File: src/rtl/addsub_pkg.sv
// Shared types and constants for the add/sub result buffer slice.
package addsub_pkg;

  localparam int unsigned DATA_W = 8;

  typedef enum logic [1:0] {
    EMPTY,
    ACTIVE,
    FULL
  } buf_state_t;

  localparam int unsigned FLG_OVF  = 3;
  localparam int unsigned FLG_NEG  = 2;
  localparam int unsigned FLG_ZERO = 1;
  localparam int unsigned FLG_M    = 0;

  localparam logic [7:0] SAT_POS = 8'h7F;
  localparam logic [7:0] SAT_NEG = 8'h80;

endpackage

File: src/rtl/addsub_flag_gen.sv
// Push-path entry formatting: optional saturation and {ovf, neg, zero, m} flags.
// Saturation is compiled in only when ADDSUB_SAT_EN is defined.
module addsub_flag_gen #(
  parameter int unsigned DATA_W = addsub_pkg::DATA_W
) (
  input  logic [DATA_W-1:0] answer,
  input  logic              ovf,
  input  logic              m,
  output logic [DATA_W-1:0] stored,
  output logic [3:0]        flags
);
  import addsub_pkg::*;

  always_comb begin
    stored = answer;
`ifdef ADDSUB_SAT_EN
    // A wrapped result with the sign bit set came from a positive overflow.
    if (ovf) begin
      stored = answer[DATA_W-1] ? DATA_W'(SAT_POS) : DATA_W'(SAT_NEG);
    end
`endif
    flags           = '0;
    flags[FLG_OVF]  = ovf;
    flags[FLG_NEG]  = stored[DATA_W-1];
    flags[FLG_ZERO] = (stored == '0);
    flags[FLG_M]    = m;
  end

endmodule

File: src/rtl/addsub_result_buffer.sv
// Result FIFO behind the add/sub unit with status flags and a sticky overflow bit.
// Optional saturation on push is enabled by defining ADDSUB_SAT_EN.
module addsub_result_buffer #(
  parameter int unsigned DATA_W = addsub_pkg::DATA_W,
  parameter int unsigned DEPTH  = 4,
  parameter int unsigned PTR_W  = 2
) (
  input  logic              clk,
  input  logic              rst,
  input  logic              in_valid,
  output logic              in_ready,
  input  logic [DATA_W-1:0] in_answer,
  input  logic              in_ovf,
  input  logic              in_m,
  output logic              out_valid,
  input  logic              out_ready,
  output logic [DATA_W-1:0] out_answer,
  output logic [3:0]        out_flags,
  output logic [PTR_W:0]    count,
  output logic              sticky_ovf,
  input  logic              clr_sticky
);
  import addsub_pkg::*;

  localparam logic [PTR_W:0] CNT_ONE  = (PTR_W+1)'(1);
  localparam logic [PTR_W:0] CNT_LAST = (PTR_W+1)'(DEPTH - 1);

  buf_state_t state, state_nxt;

  logic [PTR_W-1:0]  wr_ptr, rd_ptr;
  logic [DATA_W-1:0] mem_answer [DEPTH];
  logic [3:0]        mem_flags  [DEPTH];
  logic [DATA_W-1:0] new_answer;
  logic [3:0]        new_flags;
  logic              push, pop;

  addsub_flag_gen #(
    .DATA_W(DATA_W)
  ) u_flag_gen (
    .answer(in_answer),
    .ovf   (in_ovf),
    .m     (in_m),
    .stored(new_answer),
    .flags (new_flags)
  );

  assign in_ready   = (state != FULL);
  assign out_valid  = (state != EMPTY);
  assign push       = in_valid && in_ready;
  assign pop        = out_valid && out_ready;
  assign out_answer = mem_answer[rd_ptr];
  assign out_flags  = mem_flags[rd_ptr];

  always_ff @(posedge clk or posedge rst) begin
    if (rst) state <= EMPTY;
    else     state <= state_nxt;
  end

  always_comb begin
    state_nxt = state;
    unique case (state)
      EMPTY:  if (push) state_nxt = ACTIVE;
      ACTIVE: begin
        if (push && !pop && count == CNT_LAST)     state_nxt = FULL;
        else if (pop && !push && count == CNT_ONE) state_nxt = EMPTY;
      end
      FULL:   if (pop) state_nxt = ACTIVE;
      default: state_nxt = EMPTY;
    endcase
  end

  // Storage is cleared on reset so the combinational read port shows zero while empty.
  always_ff @(posedge clk or posedge rst) begin
    if (rst) begin
      wr_ptr <= '0;
      rd_ptr <= '0;
      for (int unsigned i = 0; i < DEPTH; i++) begin
        mem_answer[i] <= '0;
        mem_flags[i]  <= '0;
      end
    end else begin
      if (push) begin
        mem_answer[wr_ptr] <= new_answer;
        mem_flags[wr_ptr]  <= new_flags;
        wr_ptr             <= wr_ptr + 1'b1;
      end
      if (pop) rd_ptr <= rd_ptr + 1'b1;
    end
  end

  always_ff @(posedge clk or posedge rst) begin
    if (rst) begin
      count <= '0;
    end else if (push && !pop) begin
      count <= count + 1'b1;
    end else if (pop && !push) begin
      count <= count - 1'b1;
    end
  end

  // An overflowing push in the same cycle as a clear keeps the bit set.
  always_ff @(posedge clk or posedge rst) begin
    if (rst) begin
      sticky_ovf <= 1'b0;
    end else if (push && new_flags[FLG_OVF]) begin
      sticky_ovf <= 1'b1;
    end else if (clr_sticky) begin
      sticky_ovf <= 1'b0;
    end
  end

endmodule
File: config.mk
export PLATFORM = sky130hd
export DESIGN_NAME = addsub_result_buffer
export DESIGN_NICKNAME = d
export VERILOG_FILES = /design/src/rtl/addsub_pkg.sv /design/src/rtl/addsub_flag_gen.sv /design/src/rtl/addsub_result_buffer.sv
export SDC_FILE = /design/constraint.sdc
export NUM_CORES = 1
export LEC_CHECK = 0
export CAP_MARGIN = 20
export CORE_MARGIN = 3
export CORE_UTILIZATION = 55
export DETAILED_ROUTE_END_ITERATION = 8
export PLACE_DENSITY_LB_ADDON = 0.05
export RECOVER_POWER = 50
export SKIP_LAST_GASP = 1
export SYNTH_ARGS = -nofsm -noshare
export SYNTH_HDL_FRONTEND = slang
export SYNTH_SLANG_ARGS = --single-unit
File: constraint.sdc
create_clock -name clk -period 2.6 [get_ports clk]
set_clock_uncertainty 0.1 [all_clocks]
set_input_delay 0.39 -clock clk [delete_from_list [all_inputs] [get_ports clk]]
set_output_delay 0.39 -clock clk [all_outputs]
set_load 0.01 [all_outputs]
# --- Yosys cells after proc, flatten, opt, wreduce, memory -nomap -nowiden ---
# Cells that the tools add are included.
word_totals:
  register_bits: 58
  latchBits: 0
  mem_bits_rw: 0
  mem_bits_ro: 0
  inputBits: 15
  output_inout_bits: 18
  mem_count: 0
op_classes:
  addsub: 4
  mul: 0
  div_mod_pow: 0
  magnitude_cmp: 3
  eq_ne: 8
  shift: 0
  n_mux: 21
  bitwise_logic: 2
  n_reduce_logical: 16
ops:
  columns: ["op", "n"]
  rows:
  - ["bitwise mux 32 bit", 1]
  - ["2-to-1 mux 8 bit", 3]
  - ["binary-select mux 8 bit (select 2 bit)", 1]
  - ["bitwise mux 16 bit", 1]
  - ["demux 8 bit (select 2 bit)", 1]
  - ["2-to-1 mux 4 bit", 3]
  - ["binary-select mux 4 bit (select 2 bit)", 1]
  - ["demux 4 bit (select 2 bit)", 1]
  - ["logical AND 1 bit", 8]
  - ["zero test 8 bit", 1]
  - ["2-to-1 mux 2 bit", 4]
  - [">= comparator 3 bit, second input constant", 2]
  - ["2-to-1 mux 3 bit", 2]
  - ["inequality test 2 bit, second input constant", 3]
  - ["NOT 2 -> 3 bit", 2]
  - ["case mux 2 bit (3 select lines)", 1]
  - ["nonzero test 2 bit", 3]
  - ["adder 2 x 1 -> 2 bit, second input constant", 2]
  - ["adder 3 x 1 -> 3 bit, second input constant", 1]
  - ["equality test 3 x 1 -> 1 bit, second input constant", 1]
  - ["equality test 3 x 2 -> 1 bit, second input constant", 1]
  - ["< comparator 3 x 1 -> 1 bit, second input constant", 1]
  - ["inequality test 3 bit, second input constant", 1]
  - ["AND reduction 3 bit", 1]
  - ["6 further kinds", 8]

# --- Depth between registers and ports, before layout ---
# Gate-level depths: netlist (run 1).
depth:
  depth_word: 8
  ltp_mapped: 8
  depth_no_buf: 7

# --- By module ---
# Synthesis (run 1) repeated with hierarchy kept, for this count alone.
hier_totals:
  cells_unflattened: 189
  hier_area_um2: 2996.6
modules_own_cells:
  columns: ["mod", "n_inst", "cells_each", "area_each_um2", "seq_area_each_um2"]
  rows:
  - ["addsub_result_buffer", 1, 175, 2895.3, 1451.4]
  - ["addsub_flag_gen", 1, 14, 101.3, 0.0]

# --- Least setup slack after synthesis (run 1) ---
# Ideal clock, no wire load.
synth_timing:
  kind: "register -> output"
  startpoint: "register rd_ptr[0]"
  endpoint: "output out_flags[2]"
  arrival_ns: 1.378
  path_slack_ns: 0.732
  path_stages_with_launch: 4
  path_cell_list: "dfrtp_1 -> buf_4 -> mux4_2 -> buf_4"
synth_via:
  elab_chain_len: 4
synth_lines:
  columns: ["item", "line", "rtl"]
  rows:
  - ["start: declaration", "addsub_result_buffer.sv:30", "logic [PTR_W-1:0] wr_ptr, rd_ptr;"]
  - ["start signal: assignment", "addsub_result_buffer.sv:87", "if (pop) rd_ptr <= rd_ptr + 1'b1;"]
  - ["NOT 2 -> 3 bit (not written as such)", "addsub_result_buffer.sv:52", "assign out_flags = mem_flags[rd_ptr];"]
  - ["binary-select mux 4 bit (select 2 bit)", "addsub_result_buffer.sv:52", null]
  - ["2-to-1 mux 4 bit (not written as such) (2 in series)", "addsub_result_buffer.sv:52", null]
  - ["end: declaration", "addsub_result_buffer.sv:18", "output logic [3:0] out_flags,"]
# Every way passes these cells. The select of a mux whose other input is x is not followed.

# --- Worst setup path after layout (run 1) ---
layout_timing:
  startpoint: "register rd_ptr[0]"
  endpoint: "output out_answer[7]"
layout_via:
  elab_chain_len: 4
layout_lines:
  columns: ["item", "line", "rtl"]
  rows:
  - ["NOT 2 -> 3 bit (not written as such)", "addsub_result_buffer.sv:51", "assign out_answer = mem_answer[rd_ptr];"]
  - ["binary-select mux 8 bit (select 2 bit)", "addsub_result_buffer.sv:51", null]
  - ["2-to-1 mux 8 bit (not written as such) (2 in series)", "addsub_result_buffer.sv:51", null]
  - ["end: declaration", "addsub_result_buffer.sv:17", "output logic [DATA_W-1:0] out_answer,"]
# Every way passes these cells. The select of a mux whose other input is x is not followed.

==> run summary, run 1 <==
Outcome - complete, no violations
Die Height - 76.2 µm
DRT met1 WL - 2330 µm
Slew Viols, Final - 0
Arr. time, crit path - 1.94 ns
Area of the multi-input gates - 0.00125 mm²
Number of buffers created by CTS - 5
Port Buffers - 32
Seq cells post-synth - 54
Xor and xnor area share after synthesis - 0.0161
Setup bufs post-CTS - 0
Setup tns final - 0 ns
RSZ-0062 raised after global routing - false
Vias in the first global route - 1,603
Final period util - 0.936
Share of layout cells above drive strength 1 - 0.353
Die X - 76.2 µm
Post-detail-place hpwl - 3480 µm
Clock slew at reported path FFs - 0.09 ns
I/O pin total - 33
Simple-gate share of the synthesized area - 0.0475
Root Buffer - clkbuf_8
Worst Path Required - 2.11 ns
Mux contribution to synthesized area - 0.337
FF-to-FF setup slack - 0.67 ns
R2R depth - 7
Die ar. - 0.00581 mm²
Crit Path Category - reg2out
Post-route ant nets - 0
Min Tclk post-route - 2.43 ns
Worst setup EP type - output pin
Combinational family with the most area after synthesis - multiplexers
Cells after synthesis - 171
Largest net degree at the start of global routing - 28
Worst Hold Slack - 0.414 ns
Cts hold-fix bufs - 0
Top Layer Used - met4
Synth Cell Area - 0.00271 mm²
Sequential cell area - 0.00135 mm²
Post-CTS sizing - 0
Synth Area in Compound Gates - 0.0148
Cell Pwr Density - 1270 mW/mm²
Htree depth - 2
Total grt overflow - 0
Detailed-route DRC error count - 0
Clk Latency, worst-skew pair - 0.30 ns
Core Area - 0.00456 mm²
Global-route wire length before repair - 8700 µm
Routed WL per cell - 18.0 µm
Most frequent cells in the layout - 53 x dfrtp_1, 40 x mux2_4, 28 x clkdlybuf4s50_1
DRT Pass-1 Iters - 4
Post-Synth Adder-Cell Area - 0.0461
Detailed-route wire length - 4890 µm
DR WL met3 - 208 µm
Clk buf depth - 2
Gp weighted congestion - 0.797
Routed vias/inst - 5.57
Max_slew headroom - 0.335
Hold path depth - 1
Leak - 1.50 nW
Syn. warnings - 0
Commonest non-fill, non-tap cell in the layout - dfrtp_1
Crit path launch type - flop
Synth cell types - 25
Nets@finish - 231
Worst-margin pin slew - 0.997 ns
Std-Cell Rows - 24
Overall Global Routing Usage - 0.190
Hold crit path type - reg2reg
F_max - 411 MHz
Fill count - 326
Via count - 1,514
Hold Fails Final Rpt - 0
CTS tree - built
Routed wl met2 - 2300 µm
Layout area overhead - 16.9%
Endpoints failing setup - 0
Crit-path max FO - 6
Max-cap violations - 0
# clock sinks - 54
Maximum vdd ir drop - 0.792 mV
Initial Util - 0.595
Seq/Total Area, Yosys - 0.498
Initial drt markers - 63
Syn_area_per_cell - 15.9 µm²
Post-Syn Nets - 196
Initial antenna violation count - 0
Antenna cells - 0
==> area by class of cell <==
type | instances | area share
Timing Repair Buffer | 36 | 0.108
Clock inverter | 3 | 0.0126
Multi-Input combinational cell | 100 | 0.395
Clock buffer | 5 | 0.0217
Inverter | 9 | 0.0107
Tap cell | 65 | 0.0256
Sequential cell | 54 | 0.426
==> worst max-delay path: stages (launching register included) <==
cell	delay [ns]
dfrtp_2	0.45
buf_4	0.19
mux4_2	0.51
clkdlybuf4s50_1	0.49
==> registers in the layout, indices dropped and copies added, names as in the netlist <==
| signal | flops |
|---|---|
| sticky_ovf | 1 |
| mem_answer | 28 |
| wr_ptr | 2 |
| count | 3 |
| state | 2 |
| rd_ptr | 2 |
| mem_flags | 16 |
==> power breakdown <==
group | switching [W] | total [W] | internal [W] | leakage (nW)
clock network | 0.000265 | 0.000548 | 0.000284 | 0.0579
logic | 0.000656 | 0.00193 | 0.00127 | 0.792
registers | 0.000308 | 0.00154 | 0.00123 | 0.648
total | 0.00123 | 0.00402 | 0.00279 | 1.50
==> metrics by stage <==
step / utilization / setup slack, ns / instance area, µm² / cells / power, W
detailed placement: 0.672 / 0.344 / 3070 / 264 / 0.00350
CTS: 0.696 / 0.0460 / 3180 / 272 / 0.00406
floorplan: - / 0.732 / 2710 / 171 / 0.00283
global placement: 0.672 / 0.401 / 3070 / 264 / 0.00341
finish: 0.695 / 0.166 / 3170 / 272 / 0.00402
global route: 0.695 / 0.0570 / 3170 / 272 / 0.00428
==> layer usage <==
metal / vias up / track usage
met4: 0 / 0.0489
met2: 34 / 0.293
met3: 6 / 0.0426
met1: 789 / 0.274
met5: - / 0
li1: 685 / -
==> cells by family (layout without fill, tap and decap cells) <==
kind of cell	Yosys count	after routing
multiplexers	57	57
flip-flops	54	54
AND/OR/NAND/NOR	20	20
buffers and inverters	17	53
adder cells (fa/ha/maj)	10	10
AO/OA/AOI/OAI	8	8
XOR/XNOR	5	5
==> synthesized netlist by cell type <==
master | instances | area, µm²
nand3_1 | 2 | 10.0
mux2_4 | 40 | 601
inv_1 | 9 | 33.8
buf_4 | 2 | 15.0
dfrtp_1 | 54 | 1350
mux2_2 | 5 | 56.3
ha_1 | 10 | 125
buf_2 | 1 | 5.00
buf_6 | 5 | 56.3
xor2_1 | 2 | 17.5
mux4_2 | 11 | 248
nand2b_1 | 1 | 6.26
o21ai_0 | 6 | 30.0
nor2_2 | 1 | 6.26
xnor2_1 | 3 | 26.3
nand2_1 | 4 | 15.0
or2_2 | 1 | 6.26
nor2b_1 | 1 | 6.26
nand3_2 | 4 | 40.0
nand4b_1 | 1 | 8.76
nor2_1 | 2 | 7.51
a21oi_1 | 2 | 10.0
nand3b_1 | 1 | 7.51
or4_1 | 2 | 15.0
mux2i_1 | 1 | 10.0
==> worst paths after layout <==
kind	startpoint	to
max in group asynchronous	rst	mem_flags[14]
hold / removal	mem_answer[25]	mem_answer[25]
setup reg to reg	state[0]	count[2]
min in group asynchronous	rst	count[1]
hold reg to reg	mem_answer[25]	mem_answer[25]
setup / recovery	rd_ptr[0]	out_answer[7]
Note: power is estimated with default switching activity, not from simulation.
==> run 2, diff against run 1 <==
CTS_CLUSTER_SIZE = 8   (was not set)
==> results of run 2 <==
Final layout, timing and power as in run 1 (identical DEF).
